===== config.mk =====
export PLATFORM = sky130hd
export DESIGN_NAME = phv_buffer_flat
export DESIGN_NICKNAME = d
export VERILOG_FILES = /design/src/rtl/phv_pkg.sv /design/src/rtl/phv_buffer_if.sv /design/src/rtl/phv_fifo_mem.sv /design/src/rtl/phv_buffer.sv /design/src/flat_wrapper.sv
export SDC_FILE = /design/constraint.sdc
export NUM_CORES = 2
export LEC_CHECK = 0
export BUFFER_PORTS_ARGS = -buffer_cell sky130_fd_sc_hd__buf_2
export CAP_MARGIN = 10
export CELL_PAD_IN_SITES_DETAIL_PLACEMENT = 0
export CELL_PAD_IN_SITES_GLOBAL_PLACEMENT = 1
export CORE_UTILIZATION = 30
export CTS_BUF_LIST = sky130_fd_sc_hd__clkbuf_4 sky130_fd_sc_hd__clkbuf_8
export DETAILED_ROUTE_END_ITERATION = 7
export GPL_ROUTABILITY_DRIVEN = 0
export PLACE_DENSITY = 0.49
export SYNTH_ARGS = -nofsm -noshare
export SYNTH_HDL_FRONTEND = slang
export SYNTH_HIERARCHICAL = 1
export SYNTH_SLANG_ARGS = --single-unit

===== constraint.sdc =====
create_clock -name clk -period 64.9 [get_ports clk]
set_input_delay 3.245 -clock clk [delete_from_list [all_inputs] [get_ports clk]]
set_output_delay 3.245 -clock clk [all_outputs]
set_load 0.05 [all_outputs]

===== src/rtl/phv_pkg.sv =====
// Shared PHV definitions used by the assembler, the elastic buffer and the parser.
package phv_pkg;

    localparam int unsigned PHV_DATA_W = 480;
    localparam int unsigned PHV_CTRL_W = 32;
    localparam int unsigned PHV_DROP_W = 16;

    // ctl in the upper bits so a packed word matches the {ctl,data} storage layout
    typedef struct packed {
        logic [PHV_CTRL_W-1:0] ctl;
        logic [PHV_DATA_W-1:0] data;
    } phv_word_t;

endpackage


===== src/rtl/phv_buffer_if.sv =====
// Assembler-to-buffer write strobe and buffer-to-parser valid/ready handshake.
interface phv_buffer_if
    import phv_pkg::*;
#(
    parameter int unsigned CTRL_WIDTH = PHV_CTRL_W,
    parameter int unsigned DATA_WIDTH = PHV_DATA_W
) ();

    logic                  in_wr;
    logic [CTRL_WIDTH-1:0] in_ctl;
    logic [DATA_WIDTH-1:0] in_data;
    logic                  out_valid;
    logic                  out_ready;
    logic [CTRL_WIDTH-1:0] out_ctl;
    logic [DATA_WIDTH-1:0] out_data;

    // environment side: assembler producing words, parser consuming them
    modport master (
        output in_wr, in_ctl, in_data, out_ready,
        input  out_valid, out_ctl, out_data
    );

    // buffer side
    modport slave (
        input  in_wr, in_ctl, in_data, out_ready,
        output out_valid, out_ctl, out_data
    );

endinterface


===== src/rtl/phv_fifo_mem.sv =====
// Unreset FIFO storage: one synchronous write port, one asynchronous read port.
module phv_fifo_mem #(
    parameter int unsigned WIDTH      = 8,
    parameter int unsigned DEPTH      = 4,
    parameter int unsigned ADDR_WIDTH = $clog2(DEPTH)
) (
    input  logic                  clk,
    input  logic                  we,
    input  logic [ADDR_WIDTH-1:0] waddr,
    input  logic [WIDTH-1:0]      wdata,
    input  logic [ADDR_WIDTH-1:0] raddr,
    output logic [WIDTH-1:0]      rdata_c
);

    logic [WIDTH-1:0] mem [DEPTH];

    always_ff @(posedge clk) begin
        if (we) begin
            mem[waddr] <= wdata;
        end
    end

    assign rdata_c = mem[raddr];

endmodule


===== src/rtl/phv_buffer.sv =====
// Elastic FWFT buffer between the packet assembler and the parser; full-time writes are dropped.
// Optional drop counter enabled by defining PHV_DROP_CNT_EN.
module phv_buffer
    import phv_pkg::*;
#(
    parameter int unsigned DATA_WIDTH = PHV_DATA_W,
    parameter int unsigned CTRL_WIDTH = PHV_CTRL_W,
    parameter int unsigned DEPTH      = 4
) (
    input  logic                  clk,
    input  logic                  rst,
    phv_buffer_if.slave           bus,
`ifdef PHV_DROP_CNT_EN
    input  logic                  drop_clr,
    output logic [PHV_DROP_W-1:0] drop_cnt,
`endif
    output logic                  full
);

    localparam int unsigned ADDR_WIDTH = $clog2(DEPTH);
    localparam int unsigned CNT_WIDTH  = ADDR_WIDTH + 1;
    localparam int unsigned WORD_WIDTH = CTRL_WIDTH + DATA_WIDTH;

    logic [ADDR_WIDTH-1:0] wr_ptr;
    logic [ADDR_WIDTH-1:0] rd_ptr;
    logic [CNT_WIDTH-1:0]  count;
    logic [CNT_WIDTH-1:0]  count_nxt;
    logic                  valid;
    logic                  push_c;
    logic                  pop_c;
    logic                  drop_c;
    logic [WORD_WIDTH-1:0] head_c;

    // a pop frees the slot the simultaneous push needs, so full+push+pop is accepted
    always_comb begin
        pop_c     = valid && bus.out_ready;
        push_c    = bus.in_wr && (!full || pop_c);
        drop_c    = bus.in_wr && full && !pop_c;
        count_nxt = count;
        if (push_c && !pop_c) begin
            count_nxt = count + CNT_WIDTH'(1);
        end else if (pop_c && !push_c) begin
            count_nxt = count - CNT_WIDTH'(1);
        end
    end

    always_ff @(posedge clk) begin
        if (!rst) begin
            wr_ptr <= '0;
            rd_ptr <= '0;
            count  <= '0;
            valid  <= 1'b0;
            full   <= 1'b0;
        end else begin
            if (push_c) begin
                wr_ptr <= wr_ptr + ADDR_WIDTH'(1);
            end
            if (pop_c) begin
                rd_ptr <= rd_ptr + ADDR_WIDTH'(1);
            end
            count <= count_nxt;
            valid <= (count_nxt != '0);
            full  <= (count_nxt == CNT_WIDTH'(DEPTH));
        end
    end

`ifdef PHV_DROP_CNT_EN
    // clear wins over the old value but still counts a drop in the same cycle
    always_ff @(posedge clk) begin
        if (!rst) begin
            drop_cnt <= '0;
        end else if (drop_clr) begin
            drop_cnt <= drop_c ? PHV_DROP_W'(1) : '0;
        end else if (drop_c && (drop_cnt != '1)) begin
            drop_cnt <= drop_cnt + PHV_DROP_W'(1);
        end
    end
`else
    logic unused_drop;
    assign unused_drop = drop_c;
`endif

    phv_fifo_mem #(
        .WIDTH      (WORD_WIDTH),
        .DEPTH      (DEPTH),
        .ADDR_WIDTH (ADDR_WIDTH)
    ) u_mem (
        .clk     (clk),
        .we      (push_c && rst),
        .waddr   (wr_ptr),
        .wdata   ({bus.in_ctl, bus.in_data}),
        .raddr   (rd_ptr),
        .rdata_c (head_c)
    );

    assign bus.out_valid = valid;
    assign bus.out_ctl   = valid ? head_c[WORD_WIDTH-1 -: CTRL_WIDTH] : '0;
    assign bus.out_data  = valid ? head_c[DATA_WIDTH-1:0] : '0;

endmodule


===== src/flat_wrapper.sv =====
// flat-port wrapper written by rule: the top's interface ports become plain ports
module phv_buffer_flat import phv_pkg::*;
#(
    parameter int unsigned DATA_WIDTH = PHV_DATA_W,
    parameter int unsigned CTRL_WIDTH = PHV_CTRL_W,
    parameter int unsigned DEPTH      = 4
)
  (clk, rst, full, bus_in_wr, bus_in_ctl, bus_in_data, bus_out_ready, bus_out_valid, bus_out_ctl, bus_out_data);
  phv_buffer_if #(.CTRL_WIDTH(CTRL_WIDTH), .DATA_WIDTH(DATA_WIDTH)) bus_i ();
  input  logic clk;
  input  logic rst;
  output logic full;
  input wire logic [$bits(bus_i.in_wr)-1:0] bus_in_wr;
  input wire logic [$bits(bus_i.in_ctl)-1:0] bus_in_ctl;
  input wire logic [$bits(bus_i.in_data)-1:0] bus_in_data;
  input wire logic [$bits(bus_i.out_ready)-1:0] bus_out_ready;
  output wire logic [$bits(bus_i.out_valid)-1:0] bus_out_valid;
  output wire logic [$bits(bus_i.out_ctl)-1:0] bus_out_ctl;
  output wire logic [$bits(bus_i.out_data)-1:0] bus_out_data;
  assign bus_i.in_wr = bus_in_wr;
  assign bus_i.in_ctl = bus_in_ctl;
  assign bus_i.in_data = bus_in_data;
  assign bus_i.out_ready = bus_out_ready;
  assign bus_out_valid = bus_i.out_valid;
  assign bus_out_ctl = bus_i.out_ctl;
  assign bus_out_data = bus_i.out_data;
  phv_buffer #(.DATA_WIDTH(DATA_WIDTH), .CTRL_WIDTH(CTRL_WIDTH), .DEPTH(DEPTH)) u_core (.clk(clk), .rst(rst), .bus(bus_i), .full(full));
endmodule

==> summary.txt <==
Setup path
  – Worst EP arrival: 6.90 ns
  – Worst setup path startpoint: u_core/rd_ptr[1]
  – Critical Path Max Stage Delay: approximately 0.94 ns
  – CP max FO: between 50 and 60
  – Critical path launch point type: flip-flop
  – Critical-path cell list: buf_4 > buf_4 > buf_4 > buf_4 > buf_4 > mux4_2 > and2_1 > buf_2
  – Slowest-stage cell, CP: dfxtp_4
  – CP Class: reg2out
  – Crit end category: output pin
  – RR Endpoint: u_core/u_mem/mem[2][219]
  – CP endpoint: bus_out_data[234]
  – CP required: roughly 60 ns
  – Start of the worst register-to-register path: u_core/bus.out_valid
  – Most Frequent Cell on Critical Path: buf_4
  – R2R depth: 7
  – R2R setup slack: slightly below 60 ns

STA
  – Min cycle time layout: 10.15 ns
  – Setup WS post-layout: ~55 ns
  – Final hold vios: 0
  – Actual slew at the worst max-slew pin: just over 1 ns
  – # setup viols final: 0
  – Clock skew: between 0.06 and 0.07 ns
  – Crit share post-route: about 16%
  – F_max: between 90 and 100 MHz
  – Hold_ws: around 0.62 ns
  – RSZ-0062 raised after global routing: false
  – Setup_tns: 0 ns
  – Slew margin rel.: a little under a third
  – Slew Limit Fails: 0

Global routing
  – Remaining global-route overflow: 0
  – Largest net degree at the start of global routing: about 130
  – First-pass GRT wire length: approximately 300 mm
  – Number of global-route vias before repair: about 40,000
  – Initial antenna violation count: 165
  – Total track usage: 15.8%

Clock tree
  – Cts repair resizes: 0
  – Post-CTS Setup Inserts: 0
  – CTS H-tree lvls: 5
  – Clock transition at path regs: 0.06 ns
  – TritonCTS Buffers: between 300 and 400
  – CTS Hold Buffers Added: 0
  – CTS tree: done
  – Clock Tree Root: clkbuf_8
  – Clk_lat worst skew: ~0.96 ns
  – CTS sink cnt: just over 2,000
  – Max clock buf depth: 4

Routing
  – Via count: between 30,000 and 40,000
  – Vias per inst: ~4.6
  – Initial DRT Pass Iterations: 5
  – Post-route DRC violation count: 0
  – DR iter-0 viols: roughly 2,200
  – Post-route ant nets: 0
  – Drt total wl: 211 mm
  – Routed length per instance: ~26 um

Synth
  – Cell variety after synth: 28
  – Number of synthesized flops with an enable pin: about 2,000
  – Post-Synthesis Cell Area: slightly below 80,000 um^2
  – Mapped Cells: between 3,000 and 4,000
  – Syn Nets: around 3,800
  – Yosys warnings: 6
  – Primary FF master, synth: edfxtp_1
  – Yosys top cell by area: edfxtp_1
  – Synth top area share: between 70% and 80%
  – Flops & latches, synth: 2,057
  – Ys async rst share: 0%
  – Synth area leaders: edfxtp_1 (79%), mux4_2 (15%), and2_1 (4.2%)
  – Mean Syn Cell Area: 23.7 um^2
  – Sequential area share after synthesis: between 70% and 80%

Power and ir drop
  – Leakage: between 30 and 40 nW
  – PwrDens: about 35 nW/um^2
  – Max VDD drop: approximately 0.000021 V
  – Power, Total: ~3.3 mW

Floorplan
  – Die ar.: between 200,000 and 300,000 um^2
  – Die W: 512 um
  – Core area: between 200,000 and 300,000 um^2
  – Chip height: 512 um
  – Initial Util: about 30%
  – Number of I/O pins: 1,030
  – Row count: 186

Worst hold path
  – Hold WC Path Type: reg2reg

Cells and area
  – Share of post-route cells with drive strength above 1: between 40% and 50%
  – Non-filler cells, final: ~8,300
  – Post-route core utilization: ~36%
  – Nets: 5,101
  – Post-Layout Inst Area: 93,700 um^2
  – Area Growth Syn to Fin: 20.2%

Placed design
  – Post-DP HPWL: between 100 and 150 mm
  – Dpl ws: 55.45 ns
  – Dpl cells: 7,596
  – Placed cell area: just under 90,000 um^2
  – Port bufs: approximately 1,000

Outcome
  – Outcome: finished clean

Run
  – Max-cap viol count: 0
-- worst min path at each step --
stage	from	endpoint	slack [ns]	cells after the start
5_1_grt	u_core/count[2]	u_core/bus.out_valid	0.63	2
6_report	u_core/count[2]	u_core/bus.out_valid	0.62	2
2_1_floorplan	u_core/rd_ptr[1]	u_core/rd_ptr[1]	0.55	2
3_3_place_gp	u_core/count[2]	u_core/count[2]	0.60	2
4_1_cts	u_core/count[2]	u_core/bus.out_valid	0.62	2
3_5_place_dp	u_core/count[2]	u_core/count[2]	0.61	2
-- metal layers --
metal  up-vias  track usage [%]  part of all wire [%]
met5         -                0                  0.36
met4       126             5.20                   3.1
met3       575             6.92                   9.9
met2      1358             25.4                    47
met1     19790             18.9                    39
li1      16265                -                     -
-- critical path: cells and delay by family (launching register included) --
| kind | cells | cell delay [ns] |
|---|---|---|
| buffers and inverters | 6 | 4.13 |
| DFF | 1 | 0.94 |
| muxes | 1 | 0.42 |
| and+or+nand+nor | 1 | 0.22 |
-- cells by family after synthesis --
group                    count (synthesis)  share of synthesized area [%]
AND/OR/NAND/NOR                        532                           4.29
XOR/XNOR                                 6                         0.0674
flip-flops                            2057                           79.1
AO/OA/AOI/OAI                            6                         0.0594
multiplexers                           514                           14.8
buffers and inverters                  174                           1.60
adder cells (fa/ha/maj)                  2                         0.0321
-- synthesized netlist by cell type (3+ instances only) --
cell type,count
edfxtp_1,2048
a21oi_1,3
xnor2_1,5
and2_1,519
buf_6,40
mux4_2,512
buf_4,3
inv_1,3
dfxtp_1,9
buf_8,14
clkbuf_1,16
buf_2,98
-- sequential cells by signal, indices dropped and copies added (netlist names) --
register              count
u_core/wr_ptr             2
u_core/bus.out_valid      1
u_core/count              3
u_core/full               1
u_core/rd_ptr             2
u_core/u_mem/mem       2048
-- area by class of cell --
type	count	area, um^2
Fill cell	24031	164000
Sequential cell	2057	61700
Multi-Input combinational cell	1060	15000
Clock buffer	490	6000
Timing Repair Buffer	1092	5690
Tap cell	3384	4230
Clock inverter	139	925
Antenna cell	35	87.6
Inverter	3	11.3
-- report_power, final --
part           internal [mW]  switching [mW]
combinational          0.174           0.431
clock                  0.628           0.531
sequential              1.51          0.0133
total                   2.31           0.975
-- placed cells by master (no fill, tap or decap), types with 5 or more instances in the layout --
cell,Yosys,routed
edfxtp_1,2048,2048
buf_2,98,1029
and2_1,519,519
mux4_2,512,512
clkbuf_8,0,371
clkbuf_4,0,119
clkinv_1,0,84
buf_4,3,58
diode_2,0,35
clkinv_2,0,25
bufinv_16,0,7
clkinvlp_4,0,6
clkinv_8,0,6
dfxtp_1,9,6
inv_8,0,5
xnor2_1,5,5
buf_12,0,5
No activity file was read; power rests on OpenSTA's default activity.
